File: src/rtl/jtag_tap_ctrl.sv
`default_nettype none
// +--------------------------------------------------------------------------+
// | jtag_tap_ctrl: 16-state TAP FSM with IR, BYPASS, IDCODE and one user DR  |
// | Revision: 1.0                                                            |
// +--------------------------------------------------------------------------+
module jtag_tap_ctrl #(
  parameter int          IR_WIDTH   = 4,
  parameter int          DR_WIDTH   = 8,
  parameter logic [31:0] IDCODE_VAL = 32'h1000_0001,
  parameter int          OPC_IDCODE = 1,
  parameter int          OPC_USER   = 2
) (
  input  logic                TCLK,
  input  logic                TRST,
  input  logic                TMS,
  input  logic                TDI,
  output logic                TDO,
  output logic                TDO_EN,
  output logic [3:0]          STATE,
  output logic [IR_WIDTH-1:0] IR,
  output logic                USER_SEL,
  input  logic [DR_WIDTH-1:0] USER_DIN,
  output logic [DR_WIDTH-1:0] USER_DOUT,
  output logic                USER_UPD
);

  generate
    if (IDCODE_VAL[0] != 1'b1) begin : g_idcode_lsb_check
      $error("jtag_tap_ctrl: IDCODE_VAL bit 0 must be 1");
    end
    if (IR_WIDTH < 2) begin : g_ir_width_check
      $error("jtag_tap_ctrl: IR_WIDTH must be at least 2");
    end
    if (DR_WIDTH < 1) begin : g_dr_width_check
      $error("jtag_tap_ctrl: DR_WIDTH must be at least 1");
    end
  endgenerate

  typedef enum logic [3:0] {
    TAP_TLR      = 4'd0,
    TAP_IDLE     = 4'd1,
    TAP_SEL_DR   = 4'd2,
    TAP_CAP_DR   = 4'd3,
    TAP_SHI_DR   = 4'd4,
    TAP_EXIT1_DR = 4'd5,
    TAP_PAUSE_DR = 4'd6,
    TAP_EXIT2_DR = 4'd7,
    TAP_UPD_DR   = 4'd8,
    TAP_SEL_IR   = 4'd9,
    TAP_CAP_IR   = 4'd10,
    TAP_SHI_IR   = 4'd11,
    TAP_EXIT1_IR = 4'd12,
    TAP_PAUSE_IR = 4'd13,
    TAP_EXIT2_IR = 4'd14,
    TAP_UPD_IR   = 4'd15
  } tap_state_e;

  localparam logic [IR_WIDTH-1:0] c_opc_idcode = IR_WIDTH'(OPC_IDCODE);
  localparam logic [IR_WIDTH-1:0] c_opc_user   = IR_WIDTH'(OPC_USER);
  localparam logic [IR_WIDTH-1:0] c_ir_capture = IR_WIDTH'(1);

  tap_state_e          state_q, state_d;
  logic [IR_WIDTH-1:0] ir_q, ir_d;
  logic [IR_WIDTH-1:0] ir_sr_q, ir_sr_d;
  logic [31:0]         id_sr_q, id_sr_d;
  logic [DR_WIDTH-1:0] user_sr_q, user_sr_d;
  logic                byp_q, byp_d;
  logic [DR_WIDTH-1:0] user_dout_q, user_dout_d;
  logic                user_upd_q, user_upd_d;
  logic                tdo_q, tdo_d;
  logic                tdo_en_q, tdo_en_d;

  logic                sel_idcode;
  logic                sel_user;
  logic [IR_WIDTH-1:0] ir_shift;
  logic [DR_WIDTH-1:0] user_shift;
  logic                dr_bit0;

  assign sel_idcode = (ir_q == c_opc_idcode);
  assign sel_user   = (ir_q == c_opc_user);

  always_comb begin
    state_d = state_q;
    unique case (state_q)
      TAP_TLR:      state_d = TMS ? TAP_TLR      : TAP_IDLE;
      TAP_IDLE:     state_d = TMS ? TAP_SEL_DR   : TAP_IDLE;
      TAP_SEL_DR:   state_d = TMS ? TAP_SEL_IR   : TAP_CAP_DR;
      TAP_CAP_DR:   state_d = TMS ? TAP_EXIT1_DR : TAP_SHI_DR;
      TAP_SHI_DR:   state_d = TMS ? TAP_EXIT1_DR : TAP_SHI_DR;
      TAP_EXIT1_DR: state_d = TMS ? TAP_UPD_DR   : TAP_PAUSE_DR;
      TAP_PAUSE_DR: state_d = TMS ? TAP_EXIT2_DR : TAP_PAUSE_DR;
      TAP_EXIT2_DR: state_d = TMS ? TAP_UPD_DR   : TAP_SHI_DR;
      TAP_UPD_DR:   state_d = TMS ? TAP_SEL_DR   : TAP_IDLE;
      TAP_SEL_IR:   state_d = TMS ? TAP_TLR      : TAP_CAP_IR;
      TAP_CAP_IR:   state_d = TMS ? TAP_EXIT1_IR : TAP_SHI_IR;
      TAP_SHI_IR:   state_d = TMS ? TAP_EXIT1_IR : TAP_SHI_IR;
      TAP_EXIT1_IR: state_d = TMS ? TAP_UPD_IR   : TAP_PAUSE_IR;
      TAP_PAUSE_IR: state_d = TMS ? TAP_EXIT2_IR : TAP_PAUSE_IR;
      TAP_EXIT2_IR: state_d = TMS ? TAP_UPD_IR   : TAP_SHI_IR;
      TAP_UPD_IR:   state_d = TMS ? TAP_SEL_DR   : TAP_IDLE;
    endcase
  end

  // Shift paths written as shift-then-insert so a 1-bit user DR still works.
  always_comb begin
    ir_shift               = ir_sr_q >> 1;
    ir_shift[IR_WIDTH-1]   = TDI;
    user_shift             = user_sr_q >> 1;
    user_shift[DR_WIDTH-1] = TDI;

    ir_d        = ir_q;
    ir_sr_d     = ir_sr_q;
    id_sr_d     = id_sr_q;
    user_sr_d   = user_sr_q;
    byp_d       = byp_q;
    user_dout_d = user_dout_q;
    user_upd_d  = 1'b0;

    case (state_q)
      TAP_TLR:    ir_d    = c_opc_idcode;
      TAP_CAP_IR: ir_sr_d = c_ir_capture;
      TAP_SHI_IR: ir_sr_d = ir_shift;
      TAP_UPD_IR: ir_d    = ir_sr_q;
      TAP_CAP_DR: begin
        id_sr_d   = IDCODE_VAL;
        user_sr_d = USER_DIN;
        byp_d     = 1'b0;
      end
      TAP_SHI_DR: begin
        if (sel_idcode) begin
          id_sr_d = {TDI, id_sr_q[31:1]};
        end else if (sel_user) begin
          user_sr_d = user_shift;
        end else begin
          byp_d = TDI;
        end
      end
      TAP_UPD_DR: begin
        if (sel_user) begin
          user_dout_d = user_sr_q;
          user_upd_d  = 1'b1;
        end
      end
      default: ;
    endcase
  end

  always_ff @(posedge TCLK or posedge TRST) begin
    if (TRST) begin
      state_q     <= TAP_TLR;
      ir_q        <= c_opc_idcode;
      ir_sr_q     <= '0;
      id_sr_q     <= '0;
      user_sr_q   <= '0;
      byp_q       <= 1'b0;
      user_dout_q <= '0;
      user_upd_q  <= 1'b0;
    end else begin
      state_q     <= state_d;
      ir_q        <= ir_d;
      ir_sr_q     <= ir_sr_d;
      id_sr_q     <= id_sr_d;
      user_sr_q   <= user_sr_d;
      byp_q       <= byp_d;
      user_dout_q <= user_dout_d;
      user_upd_q  <= user_upd_d;
    end
  end

  // TDO is retimed to the falling edge so it is stable around the next rising edge.
  always_comb begin
    dr_bit0  = sel_idcode ? id_sr_q[0] : (sel_user ? user_sr_q[0] : byp_q);
    tdo_d    = 1'b0;
    tdo_en_d = 1'b0;
    if (state_q == TAP_SHI_DR) begin
      tdo_d    = dr_bit0;
      tdo_en_d = 1'b1;
    end else if (state_q == TAP_SHI_IR) begin
      tdo_d    = ir_sr_q[0];
      tdo_en_d = 1'b1;
    end
  end

  always_ff @(negedge TCLK or posedge TRST) begin
    if (TRST) begin
      tdo_q    <= 1'b0;
      tdo_en_q <= 1'b0;
    end else begin
      tdo_q    <= tdo_d;
      tdo_en_q <= tdo_en_d;
    end
  end

  assign STATE     = state_q;
  assign IR        = ir_q;
  assign USER_SEL  = sel_user;
  assign USER_DOUT = user_dout_q;
  assign USER_UPD  = user_upd_q;
  assign TDO       = tdo_q;
  assign TDO_EN    = tdo_en_q;

endmodule
`default_nettype wire

File: config.mk
export PLATFORM = sky130hd
export DESIGN_NAME = jtag_tap_ctrl
export DESIGN_NICKNAME = d
export VERILOG_FILES = /design/src/rtl/jtag_tap_ctrl.sv
export SDC_FILE = /design/constraint.sdc
export NUM_CORES = 1
export LEC_CHECK = 0
export CORE_UTILIZATION = 30
export CTS_CLUSTER_DIAMETER = 50
export DETAILED_ROUTE_END_ITERATION = 10
export SKIP_LAST_GASP = 1
export SLEW_MARGIN = 40
export SYNTH_ARGS = -nofsm -noshare
export SYNTH_HDL_FRONTEND = slang
export SYNTH_SLANG_ARGS = --single-unit
File: constraint.sdc
create_clock -name TCLK -period 2.75 [get_ports TCLK]
set_input_delay 0.55 -clock TCLK [delete_from_list [all_inputs] [get_ports TCLK]]
set_output_delay 0.55 -clock TCLK [all_outputs]
set_load 0.05 [all_outputs]
---- Word level (Yosys, flattened, before mapping) ----
Cells that the tools add are included.
word-level totals
  output and inout bits ................... 20
  input port bits ......................... 12
  register bits ........................... 64
cells by class
  mux-type cells .......................... 31
  equal/unequal tests ..................... 21
  reduce and logical (&&, ||, !) cells .... 11
operators by type and width
  operator                                                               number
  32-bit one-hot mux with 2 select lines                                 1
  4-bit one-hot mux with 12 select lines                                 1
  4-bit equality test, second input constant                             8
  32-bit two-way mux                                                     1
  4-bit by 3-bit equality test with 1-bit output, second input constant  4
  4-bit two-way mux                                                      4
  8-bit two-way mux                                                      2
  4-bit one-hot mux with 2 select lines                                  2
  8-bit one-hot mux with 2 select lines                                  1
  1-bit two-way mux                                                      13
  4-bit by 2-bit equality test with 1-bit output, second input constant  3
  4-bit by 1-bit equality test with 1-bit output, second input constant  2
  2-bit != test, second input constant                                   4
  2-bit two-way mux                                                      3
  3-bit two-way mux                                                      2
  3-bit AND reduction                                                    2
  2-bit nonzero test                                                     3
  4-bit logical NOT                                                      1
  2-bit AND reduction                                                    2
  2-bit OR reduction                                                     2
  3-bit OR reduction                                                     1
  1-bit one-hot mux with 2 select lines                                  1

---- Depth between registers and ports, before layout ----
Gate-level depths: netlist of run 1.
  word-level depth ........................ 4
  gate-level depth with buffers ........... 6
  mapped depth without buffers ............ 3

==> results of run 1 <==
==> repair_timing <==
action,4_1_cts,5_1_grt
hold buffers,0,0
endpoints found under the setup margin,3,3
pin swaps,0,0
gates resized for setup,1,0
==> cells in the mapped netlist, types with 2 or more instances <==
library cell   n
nand2b_1       7
a21oi_1       12
a22o_2        25
nor4b_2        2
nor2_1         7
buf_6          5
nand2_1       12
or4b_4         2
inv_1         11
o21a_1         2
nor2b_1        3
or2_2          2
o221a_2        7
nand3_1        3
clkbuf_1       3
o221ai_1       2
a22o_1         5
o21ai_0        5
dfrtn_1        2
buf_2          5
nor3_1         3
o22ai_1        4
mux2_2         9
dfrtp_1       61
==> power by group <==
part           leakage, nW  internal [mW]  switching [mW]  total [mW]
Sequential           0.842           1.16           0.168        1.33
Clock                0.112          0.521           0.363       0.884
Combinational        0.615          0.580           0.817        1.40
Total                 1.57           2.26            1.35        3.61
==> logic make-up after synthesis <==
logic type      count (synthesis)
flops                          64
simple gates                   51
mux                             9
buf+inv                        26
xor+xnor                        1
compound gates                 73
==> registers in the layout (all words and copies together) (netlist names) <==
register   cells
TDO            1
byp_q          1
IR             4
USER_UPD       1
USER_DOUT      8
TDO_EN         1
ir_sr_q        4
user_sr_q      8
id_sr_q       32
STATE          4
==> layout by cell type (no fill, tap or decap), types with 2 or more instances in the layout <==
cell / n
dfrtp_2: 3
buf_4: 15
buf_12: 2
nor3_1: 3
nand2b_1: 7
a21oi_1: 11
nor2b_1: 3
o21ai_0: 4
or2_2: 2
clkinvlp_4: 2
o221ai_1: 2
nor2_1: 7
nand2_1: 12
or4b_4: 2
clkbuf_8: 13
o221a_2: 7
dfrtp_1: 58
a22o_1: 5
inv_1: 10
mux2_2: 9
o21a_1: 2
dfrtn_1: 2
nor4b_2: 2
clkdlybuf4s50_1: 28
a22o_2: 25
o22ai_1: 4
nand3_1: 3
==> worst reg2reg max path, cell delays in order, from the launching register on <==
cell and delay [ns]:
dfstp_4 0.61, or4b_4 0.46, o21ai_2 0.12, o32ai_1 0.09
==> worst paths after layout <==
check,start,endpoint,slack [ns],cells after the start
worst min-delay path,TRST,id_sr_q[5],0.50,2
max in group asynchronous,TRST,TDO,0.76,2
worst max-delay path,TDO,TDO,-0.11,1
min in group TCLK,id_sr_q[28],id_sr_q[27],0.50,1
worst max register to register,IR[0],TDO,-0.07,3
worst min register to register,id_sr_q[28],id_sr_q[27],0.50,1
==> cell type report <==
cell class,count,area [um^2]
Timing Repair Buffer,45,432.9
Fill cell,863,5365
Clock buffer,13,178.9
Inverter,11,45.04
Multi-Input combinational cell,134,1077
Sequential cell,64,1610
Clock inverter,3,46.29
Tap cell,108,135.1
==> routing by layer <==
metal | GRT usage | vias up | wire length, um
met2 | 0.2044 | 34 | 2739
met3 | 0.04326 | 7 | 217
met1 | 0.1766 | 980 | 2679
met4 | 0.04707 | 0 | 75
li1 | - | 919 | -
met5 | 0 | - | 0
==> run_summary.xml, run 1 <==
<?xml version="1.0" encoding="UTF-8"?>
<metrics>
  <group name="synthesis">
    <metric name="muxShareOfSynthArea" unit="">0.03597</metric>
    <metric name="syn_area" unit="um^2">2818</metric>
    <metric name="synth_compound_area_frac" unit="">0.2158</metric>
    <metric name="synth_nets" unit="">236</metric>
    <metric name="synth_top_family_by_area" unit="">compound AO/OA/AOI/OAI gates</metric>
    <metric name="postSynth.topFlopCell" unit="">dfrtp_1</metric>
    <metric name="synth.distinct_cells" unit="">49</metric>
    <metric name="synth.avg_cell_area" unit="um^2">12.58</metric>
    <metric name="number_of_flops_mapped_to_enable_cells_by_yosys" unit="">0</metric>
    <metric name="most_area_consuming_cells_after_synthesis" unit="">dfrtp_1 54%, a22o_2 8.9%, mux2_2 3.6%</metric>
    <metric name="synth_fa_ha_area_frac" unit="">0</metric>
    <metric name="synth_top_area_share" unit="">0.5417</metric>
    <metric name="post_synth_inst_count" unit="">224</metric>
    <metric name="yosys.area.top_type" unit="">dfrtp_1</metric>
    <metric name="synth.yosys.warnings" unit="">0</metric>
    <metric name="ys_seq_elements" unit="">64</metric>
    <metric name="synthXorXnorAreaFrac" unit="">0.003108</metric>
    <metric name="postSynth.asyncResetShare" unit="">1.000</metric>
    <metric name="synth-seq-area-share" unit="">0.5688</metric>
    <metric name="synth_simple_gate_area_frac" unit="">0.1248</metric>
  </group>
  <group name="route">
    <metric name="drt_first_iter_violations" unit="">69</metric>
    <metric name="detailroute.via_count" unit="">1940</metric>
    <metric name="detail_route.first_pass.iterations" unit="">4</metric>
    <metric name="remaining_drc_errors" unit="">0</metric>
    <metric name="totalWireLength" unit="um">5712</metric>
    <metric name="post_drt_wl_per_cell" unit="um">15.11</metric>
    <metric name="routed_via_density" unit="">5.132</metric>
    <metric name="post_detailed_route_count_of_antenna_violating_nets" unit="">0</metric>
  </group>
  <group name="setup_path">
    <metric name="critical-path-slowest-cell" unit="">dfrtn_1</metric>
    <metric name="critical_path.cell_chain" unit="">buf_12</metric>
    <metric name="critical_path_buf_inv_count" unit="">1</metric>
    <metric name="path_class" unit="">reg2out</metric>
    <metric name="crit_required" unit="ns">2.20</metric>
    <metric name="critical-path-top-delay-family" unit="">flip-flops</metric>
    <metric name="data_arrival_time_of_the_critical_path" unit="ns">2.31</metric>
    <metric name="path_max_fanout" unit="">1</metric>
    <metric name="max_stage_delay" unit="ns">0.46</metric>
    <metric name="worstSetupStartpointType" unit="">flip-flop</metric>
    <metric name="setup.worst_path.end_class" unit="">output port</metric>
  </group>
  <group name="status">
    <metric name="status" unit="">complete, but fails checks</metric>
    <metric name="failed_checks" unit="">setup timing</metric>
  </group>
  <group name="timing">
    <metric name="post-route-worst-setup-slack" unit="ns">-0.1051</metric>
    <metric name="worst_margin_pin_slew" unit="ns">0.5089</metric>
    <metric name="hold_viol_final" unit="">0</metric>
    <metric name="final_hold_slack" unit="ns">0.4952</metric>
    <metric name="grt_setup_unrepaired" unit="">yes</metric>
    <metric name="fin_worst_skew" unit="ns">0.009129</metric>
    <metric name="finalSetupViolCount" unit="">3</metric>
    <metric name="total_negative_slack_for_setup_checks" unit="ns">-0.2524</metric>
    <metric name="slew_headroom" unit="">0.6596</metric>
    <metric name="timing_max_transition_violations_final" unit="">0</metric>
  </group>
  <group name="layout">
    <metric name="final_core_utilization" unit="">0.3966</metric>
    <metric name="n_antenna_cell" unit="">0</metric>
    <metric name="instances_no_fill" unit="">378</metric>
    <metric name="areaGrowthSynthToFinish" unit="%">25.13</metric>
    <metric name="nNetsFinal" unit="">277</metric>
    <metric name="drive_gt1_frac" unit="">0.3333</metric>
    <metric name="finalInstanceArea" unit="um^2">3526</metric>
  </group>
  <group name="global_route">
    <metric name="grt_pass1_wl" unit="um">10210</metric>
    <metric name="grt_antenna_before_repair" unit="">0</metric>
    <metric name="gr-usage-all-layers" unit="">0.1332</metric>
    <metric name="grt_max_degree" unit="">33</metric>
    <metric name="number_of_global_route_vias_before_repair" unit="">2028</metric>
    <metric name="gr-total-overflow" unit="">0</metric>
  </group>
  <group name="floorplanning">
    <metric name="core" unit="um^2">8891</metric>
    <metric name="ios" unit="">32</metric>
    <metric name="floorplan.die.height" unit="um">98.92</metric>
    <metric name="die_width" unit="um">98.92</metric>
    <metric name="initial_core_util" unit="">0.3169</metric>
    <metric name="rows" unit="">34</metric>
    <metric name="dieArea" unit="um^2">9784</metric>
  </group>
  <group name="cts">
    <metric name="clock_sinks" unit="">64</metric>
    <metric name="htree_num_levels" unit="">3</metric>
    <metric name="postCtsSetupRepairBufs" unit="">0</metric>
    <metric name="tritoncts" unit="">done</metric>
    <metric name="insertion_delay" unit="ns">0.33</metric>
    <metric name="clkSlewWorstSetupHoldPaths" unit="ns">0.07</metric>
    <metric name="cts-root-to-sink-buffers" unit="">2</metric>
    <metric name="clock_tree_root_buffer_cell" unit="">clkbuf_8</metric>
    <metric name="numCtsBuffers" unit="">9</metric>
  </group>
  <group name="power_and_ir_drop">
    <metric name="p_total" unit="mW">3.607</metric>
    <metric name="power.ir.vdd_worst" unit="mV">0.4879</metric>
    <metric name="p_leak" unit="nW">1.569</metric>
    <metric name="power_density" unit="nW/um^2">1023</metric>
  </group>
  <group name="placed_design">
    <metric name="placedCellCount" unit="">362</metric>
    <metric name="routabilityCongestion" unit="">0.7923</metric>
    <metric name="detailed_place_hpwl" unit="um">3707</metric>
    <metric name="place_ws" unit="ns">-0.07187</metric>
    <metric name="placedInstanceArea" unit="um^2">3297</metric>
    <metric name="numPortBuffers" unit="">31</metric>
  </group>
  <group name="min_path">
    <metric name="worst_hold_path_type" unit="">in2async</metric>
  </group>
  <group name="flow_run">
    <metric name="maxCapViolations" unit="">0</metric>
  </group>
</metrics>
Note: power is estimated with default switching activity, not from simulation.
==> inputs of run 2 (changes only) <==
--- a/config.mk
+++ b/config.mk
@@ -5,9 +5,10 @@
 export SDC_FILE = /design/constraint.sdc
 export NUM_CORES = 1
 export LEC_CHECK = 0
-export CORE_UTILIZATION = 30
+export CORE_UTILIZATION = 55
 export CTS_CLUSTER_DIAMETER = 50
 export DETAILED_ROUTE_END_ITERATION = 10
+export PLACE_DENSITY = 0.78
 export SKIP_LAST_GASP = 1
 export SLEW_MARGIN = 40
 export SYNTH_ARGS = -nofsm -noshare
==> run 2 against run 1 <==
  * The run still ends with setup timing left
  * Register-to-register slack got worse by 0.06 ns
  * Sequential cell count is the same
  * Count of clock-buffer cells in the layout is the same
  * Critical path depth rose by 2
  * Cell area is 2.8% lower
  * Routed wire length down 5.6%
  * Cell count fell by 11%
  * First-iteration DRC count rose to 2.6 times the previous value
  * Total power shrank 3.7%
  * Via count down 1.3%
  * Critical path type is now reg2reg
  * Critical endpoint is now TDO
  * Largest cell class unchanged
==> run_summary.xml, run 2 (synthesis gave the netlist of run 1 again) <==
<?xml version="1.0" encoding="UTF-8"?>
<metrics>
  <group name="timing">
    <metric name="timing_max_transition_violations_final" unit="">0</metric>
    <metric name="slew_headroom" unit="">0.5812</metric>
    <metric name="grt_setup_unrepaired" unit="">yes</metric>
    <metric name="hold_viol_final" unit="">0</metric>
    <metric name="fin_worst_skew" unit="ns">0.01635</metric>
    <metric name="post-route-worst-setup-slack" unit="ns">-0.1302</metric>
    <metric name="finalSetupViolCount" unit="">3</metric>
    <metric name="worst_margin_pin_slew" unit="ns">0.6282</metric>
    <metric name="final_hold_slack" unit="ns">0.5010</metric>
  </group>
  <group name="setup_path">
    <metric name="worstSetupStartpointType" unit="">flip-flop</metric>
    <metric name="critical-path-slowest-cell" unit="">dfstp_4</metric>
    <metric name="critical_path_buf_inv_count" unit="">0</metric>
    <metric name="crit-reg2reg-launch" unit="">IR[0]</metric>
    <metric name="data_arrival_time_of_the_critical_path" unit="ns">1.66</metric>
    <metric name="r2r_cells" unit="">3</metric>
    <metric name="critical_path.cell_chain" unit="">or4b_4, o21ai_2, o32ai_1</metric>
    <metric name="critical-path-top-delay-family" unit="">flip-flops</metric>
    <metric name="worstReg2RegEnd" unit="">TDO</metric>
    <metric name="setup.worst_path.end_class" unit="">flip-flop</metric>
    <metric name="max_stage_delay" unit="ns">0.61</metric>
    <metric name="reg2reg_setup_slack" unit="ns">-0.13</metric>
    <metric name="crit_required" unit="ns">1.53</metric>
    <metric name="path_max_fanout" unit="">2</metric>
    <metric name="path_class" unit="">reg2reg</metric>
  </group>
  <group name="power_and_ir_drop">
    <metric name="power_density" unit="nW/um^2">1013</metric>
    <metric name="power.ir.vdd_worst" unit="mV">0.6795</metric>
    <metric name="p_leak" unit="nW">1.547</metric>
  </group>
  <group name="floorplanning">
    <metric name="dieArea" unit="um^2">5413</metric>
    <metric name="rows" unit="">25</metric>
    <metric name="floorplan.die.height" unit="um">73.58</metric>
    <metric name="core" unit="um^2">4817</metric>
    <metric name="initial_core_util" unit="">0.5849</metric>
    <metric name="die_width" unit="um">73.58</metric>
    <metric name="ios" unit="">32</metric>
  </group>
  <group name="layout">
    <metric name="largest_reg_flops" unit="">32</metric>
    <metric name="nNetsFinal" unit="">277</metric>
    <metric name="layout.cells.most_common_list" unit="">58 x dfrtp_1, 28 x clkdlybuf4s50_1, 25 x a22o_2, 15 x buf_4, 12 x nand2_1</metric>
    <metric name="drive_gt1_frac" unit="">0.3172</metric>
    <metric name="largest_register" unit="">id_sr_q</metric>
    <metric name="areaGrowthSynthToFinish" unit="%">21.67</metric>
    <metric name="instances_no_fill" unit="">335</metric>
    <metric name="finalInstanceArea" unit="um^2">3428</metric>
    <metric name="n_antenna_cell" unit="">0</metric>
    <metric name="fillers" unit="">370</metric>
    <metric name="final_common_cell" unit="">dfrtp_1</metric>
  </group>
  <group name="min_path">
    <metric name="worst_hold_path_type" unit="">reg2reg</metric>
    <metric name="worstHoldStart" unit="">id_sr_q[6]</metric>
    <metric name="min_delay_path_depth" unit="">1</metric>
    <metric name="hold_path_end" unit="">id_sr_q[5]</metric>
  </group>
  <group name="global_route">
    <metric name="gr-total-overflow" unit="">0</metric>
    <metric name="grt_pass1_wl" unit="um">8901</metric>
    <metric name="grt_antenna_before_repair" unit="">0</metric>
    <metric name="grt_max_degree" unit="">52</metric>
    <metric name="number_of_global_route_vias_before_repair" unit="">1789</metric>
    <metric name="gr-usage-all-layers" unit="">0.2236</metric>
  </group>
  <group name="route">
    <metric name="detail_route.first_pass.iterations" unit="">5</metric>
    <metric name="routed_via_density" unit="">5.713</metric>
    <metric name="post_drt_wl_per_cell" unit="um">16.10</metric>
    <metric name="detailroute.via_count" unit="">1914</metric>
    <metric name="post_detailed_route_count_of_antenna_violating_nets" unit="">0</metric>
    <metric name="totalWireLength" unit="um">5392</metric>
    <metric name="remaining_drc_errors" unit="">0</metric>
    <metric name="drt_first_iter_violations" unit="">178</metric>
  </group>
  <group name="cts">
    <metric name="insertion_delay" unit="ns">0.33</metric>
    <metric name="cts-root-to-sink-buffers" unit="">2</metric>
    <metric name="clock_tree_root_buffer_cell" unit="">clkbuf_8</metric>
    <metric name="numCtsBuffers" unit="">9</metric>
    <metric name="htree_num_levels" unit="">3</metric>
    <metric name="clock_sinks" unit="">64</metric>
    <metric name="tritoncts" unit="">done</metric>
    <metric name="clkSlewWorstSetupHoldPaths" unit="ns">0.07</metric>
  </group>
  <group name="status">
    <metric name="failed_checks" unit="">setup timing</metric>
    <metric name="status" unit="">complete, but fails checks</metric>
  </group>
  <group name="placed_design">
    <metric name="place_ws" unit="ns">-0.07467</metric>
    <metric name="detailed_place_hpwl" unit="um">3298</metric>
    <metric name="routabilityCongestion" unit="">0.7806</metric>
    <metric name="placedInstanceArea" unit="um^2">3246</metric>
    <metric name="placedCellCount" unit="">321</metric>
    <metric name="numPortBuffers" unit="">31</metric>
  </group>
  <group name="flow_run">
    <metric name="maxCapViolations" unit="">0</metric>
  </group>
</metrics>
[run 2: metal layers]
layer  share of wire  global-route usage  up-vias
li1                -                   -      920
met1            0.49              0.3281      942
met2            0.45              0.3170       44
met3           0.042             0.05761        8
met4           0.017             0.08974        0
met5               0                   0        -
[run 2: timing repair]
action / CTS / global route
setup endpoints to repair: 3 / 3
hold buffers: 0 / 0
resized for setup: 1 / 0
hold endpoints to repair: 0 / 0
setup buffers: 0 / 0
[run 2: where the power goes]
group	internal, mW	total (mW)	switching [mW]	leakage, nW
Sequential	1.16	1.32	0.162	0.842
Combinational	0.580	1.40	0.820	0.615
Clock	0.435	0.751	0.317	0.0896
[run 2: per-stage QoR]
stage | power [mW] | TNS [ns] | util
2_1_floorplan | 2.362 | -0.2518 | -
3_3_place_gp | 2.681 | -0.04979 | 0.6738
3_5_place_dp | 2.712 | -0.07467 | 0.6738
4_1_cts | 3.488 | -0.2848 | 0.7117
5_1_grt | 3.664 | -0.3859 | 0.7117
6_report | 3.473 | -0.2865 | 0.7117
[run 2: worst max-delay path by stage]
stage           from  endpoint  slack, ns  depth (start not counted)
5_1_grt        IR[0]       TDO      -0.18                          3
6_report       IR[0]       TDO      -0.13                          3
3_3_place_gp   IR[0]       TDO      -0.05                          3
2_1_floorplan  IR[0]       TDO      -0.25                          3
3_5_place_dp   IR[0]       TDO      -0.07                          3
4_1_cts        IR[0]       TDO      -0.10                          3
[run 2: layout make-up]
| cell class | instances | area, um^2 | share of cell area |
|---|---|---|---|
| well taps | 67 | 83.83 | 0.02445 |
| flip-flops and latches | 64 | 1610 | 0.4697 |
| multi-input cells | 134 | 1077 | 0.3142 |
| repair buffers | 45 | 432.9 | 0.1263 |
| clock inverters | 1 | 30.03 | 0.008759 |
| inverters | 11 | 45.04 | 0.01314 |
| clock buffers | 13 | 148.9 | 0.04343 |
==> inputs of run 3 (changes only) <==
--- a/config.mk
+++ b/config.mk
@@ -5,10 +5,10 @@
 export SDC_FILE = /design/constraint.sdc
 export NUM_CORES = 1
 export LEC_CHECK = 0
-export CORE_UTILIZATION = 55
+export CORE_UTILIZATION = 50
 export CTS_CLUSTER_DIAMETER = 50
 export DETAILED_ROUTE_END_ITERATION = 10
-export PLACE_DENSITY = 0.78
+export PLACE_DENSITY = 0.72
 export SKIP_LAST_GASP = 1
 export SLEW_MARGIN = 40
 export SYNTH_ARGS = -nofsm -noshare
==> run 3 against run 2 <==
  * The flow still finishes with violations (setup timing)
  * Global-route usage decreased by 2.1 points
  * Hold slack better by 0.00083 ns
  * Routed wire length down 0.69%
  * Sequential cell count unchanged
  * Die area grew 9.7%
  * Utilization is 5.3 points lower
  * Cell area grew 1.3%
  * First-iteration DRC count fell by 58%
  * Combinational power hardly changed
  * Critical path type is now reg2out
  * Largest cell class unchanged
==> run_summary.xml, run 3 (synthesis gave the netlist of run 1 again) <==
<?xml version="1.0" encoding="UTF-8"?>
<metrics>
  <group name="power_and_ir_drop">
    <metric name="power_density" unit="nW/um^2">1034</metric>
    <metric name="power.share.combinational" unit="">0.385</metric>
    <metric name="power.ir.vdd_worst" unit="mV">0.5506</metric>
    <metric name="p_total" unit="mW">3.593</metric>
    <metric name="power.share.switching" unit="">0.3669</metric>
    <metric name="power.switching" unit="mW">1.318</metric>
    <metric name="cell_internal_pwr" unit="mW">2.274</metric>
    <metric name="power.share.sequential" unit="">0.370</metric>
    <metric name="p_leak" unit="nW">1.571</metric>
    <metric name="clkPwrFrac" unit="">0.245</metric>
  </group>
  <group name="cts">
    <metric name="tritoncts" unit="">done</metric>
    <metric name="insertion_delay" unit="ns">0.33</metric>
    <metric name="cts-root-to-sink-buffers" unit="">2</metric>
    <metric name="htree_num_levels" unit="">3</metric>
    <metric name="clkSlewWorstSetupHoldPaths" unit="ns">0.07</metric>
    <metric name="postCtsSetupRepairBufs" unit="">0</metric>
    <metric name="cts_repair_resize_count" unit="">1</metric>
    <metric name="numCtsBuffers" unit="">9</metric>
    <metric name="cts_hold_repair.buffers" unit="">0</metric>
    <metric name="clock_sinks" unit="">64</metric>
    <metric name="clock_tree_root_buffer_cell" unit="">clkbuf_8</metric>
  </group>
  <group name="layout">
    <metric name="drive_gt1_frac" unit="">0.3296</metric>
    <metric name="largest_reg_flops" unit="">32</metric>
    <metric name="nNetsFinal" unit="">277</metric>
    <metric name="area_of_the_multi_input_gates" unit="um^2">1077</metric>
    <metric name="instances_no_fill" unit="">340</metric>
    <metric name="fillers" unit="">412</metric>
    <metric name="finalInstanceArea" unit="um^2">3473</metric>
    <metric name="largest_register" unit="">id_sr_q</metric>
    <metric name="final_core_utilization" unit="">0.6591</metric>
    <metric name="areaGrowthSynthToFinish" unit="%">23.27</metric>
    <metric name="n_antenna_cell" unit="">0</metric>
    <metric name="seq_area" unit="um^2">1610</metric>
    <metric name="layout.cells.most_common_list" unit="">58 x dfrtp_1, 28 x clkdlybuf4s50_1, 25 x a22o_2, 15 x buf_4, 12 x nand2_1</metric>
    <metric name="final_common_cell" unit="">dfrtp_1</metric>
  </group>
  <group name="global_route">
    <metric name="use_met3" unit="">0.04405</metric>
    <metric name="grt_pass1_wl" unit="um">9183</metric>
    <metric name="gr-total-overflow" unit="">0</metric>
    <metric name="number_of_global_route_vias_before_repair" unit="">1892</metric>
    <metric name="grt_max_degree" unit="">41</metric>
    <metric name="gr-usage-all-layers" unit="">0.2021</metric>
    <metric name="grt_use_met2" unit="">0.2955</metric>
    <metric name="busiest_layer" unit="">met2</metric>
    <metric name="grt.met1_usage" unit="">0.2847</metric>
    <metric name="grt_antenna_before_repair" unit="">0</metric>
  </group>
  <group name="route">
    <metric name="detail_route.first_pass.iterations" unit="">4</metric>
    <metric name="drt_first_iter_violations" unit="">74</metric>
    <metric name="totalWireLength" unit="um">5355</metric>
    <metric name="post_drt_wl_per_cell" unit="um">15.75</metric>
    <metric name="remaining_drc_errors" unit="">0</metric>
    <metric name="post_detailed_route_count_of_antenna_violating_nets" unit="">0</metric>
    <metric name="routed_via_density" unit="">5.682</metric>
    <metric name="detailroute.via_count" unit="">1932</metric>
  </group>
  <group name="floorplanning">
    <metric name="floorplan.die.height" unit="um">77.07</metric>
    <metric name="die_width" unit="um">77.07</metric>
    <metric name="dieArea" unit="um^2">5940</metric>
    <metric name="rows" unit="">26</metric>
    <metric name="core" unit="um^2">5270</metric>
    <metric name="ios" unit="">32</metric>
    <metric name="initial_core_util" unit="">0.5347</metric>
  </group>
  <group name="timing">
    <metric name="finalSetupViolCount" unit="">3</metric>
    <metric name="timing_max_transition_violations_final" unit="">0</metric>
    <metric name="hold_viol_final" unit="">0</metric>
    <metric name="post-route-worst-setup-slack" unit="ns">-0.1008</metric>
    <metric name="fin_worst_skew" unit="ns">0.009650</metric>
    <metric name="grt_setup_unrepaired" unit="">yes</metric>
    <metric name="worst_margin_pin_slew" unit="ns">0.5173</metric>
    <metric name="slew_headroom" unit="">0.6541</metric>
  </group>
  <group name="placed_design">
    <metric name="placedCellCount" unit="">324</metric>
    <metric name="placedInstanceArea" unit="um^2">3249</metric>
    <metric name="numPortBuffers" unit="">31</metric>
    <metric name="place_ws" unit="ns">-0.06259</metric>
    <metric name="routabilityCongestion" unit="">0.7831</metric>
    <metric name="detailed_place_hpwl" unit="um">3484</metric>
  </group>
  <group name="setup_path">
    <metric name="critical-path-slowest-cell" unit="">dfrtn_1</metric>
    <metric name="critical-path-top-delay-family" unit="">flip-flops</metric>
    <metric name="critical_path_buf_inv_count" unit="">1</metric>
    <metric name="path_max_fanout" unit="">1</metric>
    <metric name="worstSetupStartpointType" unit="">flip-flop</metric>
    <metric name="setup.worst_path.end_class" unit="">output port</metric>
    <metric name="path_class" unit="">reg2out</metric>
    <metric name="data_arrival_time_of_the_critical_path" unit="ns">2.30</metric>
    <metric name="crit_required" unit="ns">2.20</metric>
    <metric name="max_stage_delay" unit="ns">0.46</metric>
    <metric name="critical_path.cell_chain" unit="">buf_12</metric>
  </group>
  <group name="flow_run">
    <metric name="maxCapViolations" unit="">0</metric>
  </group>
  <group name="status">
    <metric name="failed_checks" unit="">setup timing</metric>
    <metric name="status" unit="">complete, but fails checks</metric>
  </group>
  <group name="min_path">
    <metric name="worst_hold_path_type" unit="">reg2reg</metric>
  </group>
</metrics>
[run 3: cell count changes in the layout (fill, tap and decap cells not counted)]
cell,delta
bufinv_16,+1
inv_6,+1
clkinv_2,+2
clkbuf_1,-2
[run 3: worst paths after layout]
check	start	endpoint	slack, ns	cells past startpoint
max in group asynchronous	TRST	TDO_EN	0.88	2
worst max-delay path	TDO	TDO	-0.10	1
min in group asynchronous	TRST	USER_UPD	0.70	3
worst min-delay path	id_sr_q[24]	id_sr_q[24]	0.50	1
worst min register to register	id_sr_q[24]	id_sr_q[24]	0.50	1
worst max register to register	IR[0]	TDO	-0.07	3
[run 3: stage by stage]
step	hold slack (ns)	setup TNS (ns)
2_1_floorplan	0.4662	-0.2518
3_3_place_gp	0.4862	-0.04968
3_5_place_dp	0.4856	-0.06259
4_1_cts	0.5038	-0.2677
5_1_grt	0.5184	-0.3265
6_report	0.5019	-0.2390
[run 3: power by group through the flow]
stage	clock network [mW]	logic, mW	registers, mW
after global routing	0.931	1.51	1.36
after detailed placement	0	1.37	1.34
final	0.879	1.38	1.33
after floorplan	0	0.871	1.49
after CTS	0.897	1.39	1.33
after global placement	0	1.36	1.33
[run 3: area by class of cell]
type	count	area share
Tap cell	70	0.02522
Clock buffer	11	0.04071
Clock inverter	5	0.02269
Multi-Input combinational cell	134	0.3102
Timing Repair Buffer	45	0.1246
Inverter	11	0.01297
Sequential cell	64	0.4636
[run 3: routing by layer]
metal  vias to the layer above  wire length (um)
met3                        10               216
met2                        41              2467
met4                         0               106
met1                       965              2565
li1                        916                 -
met5                         -                 0
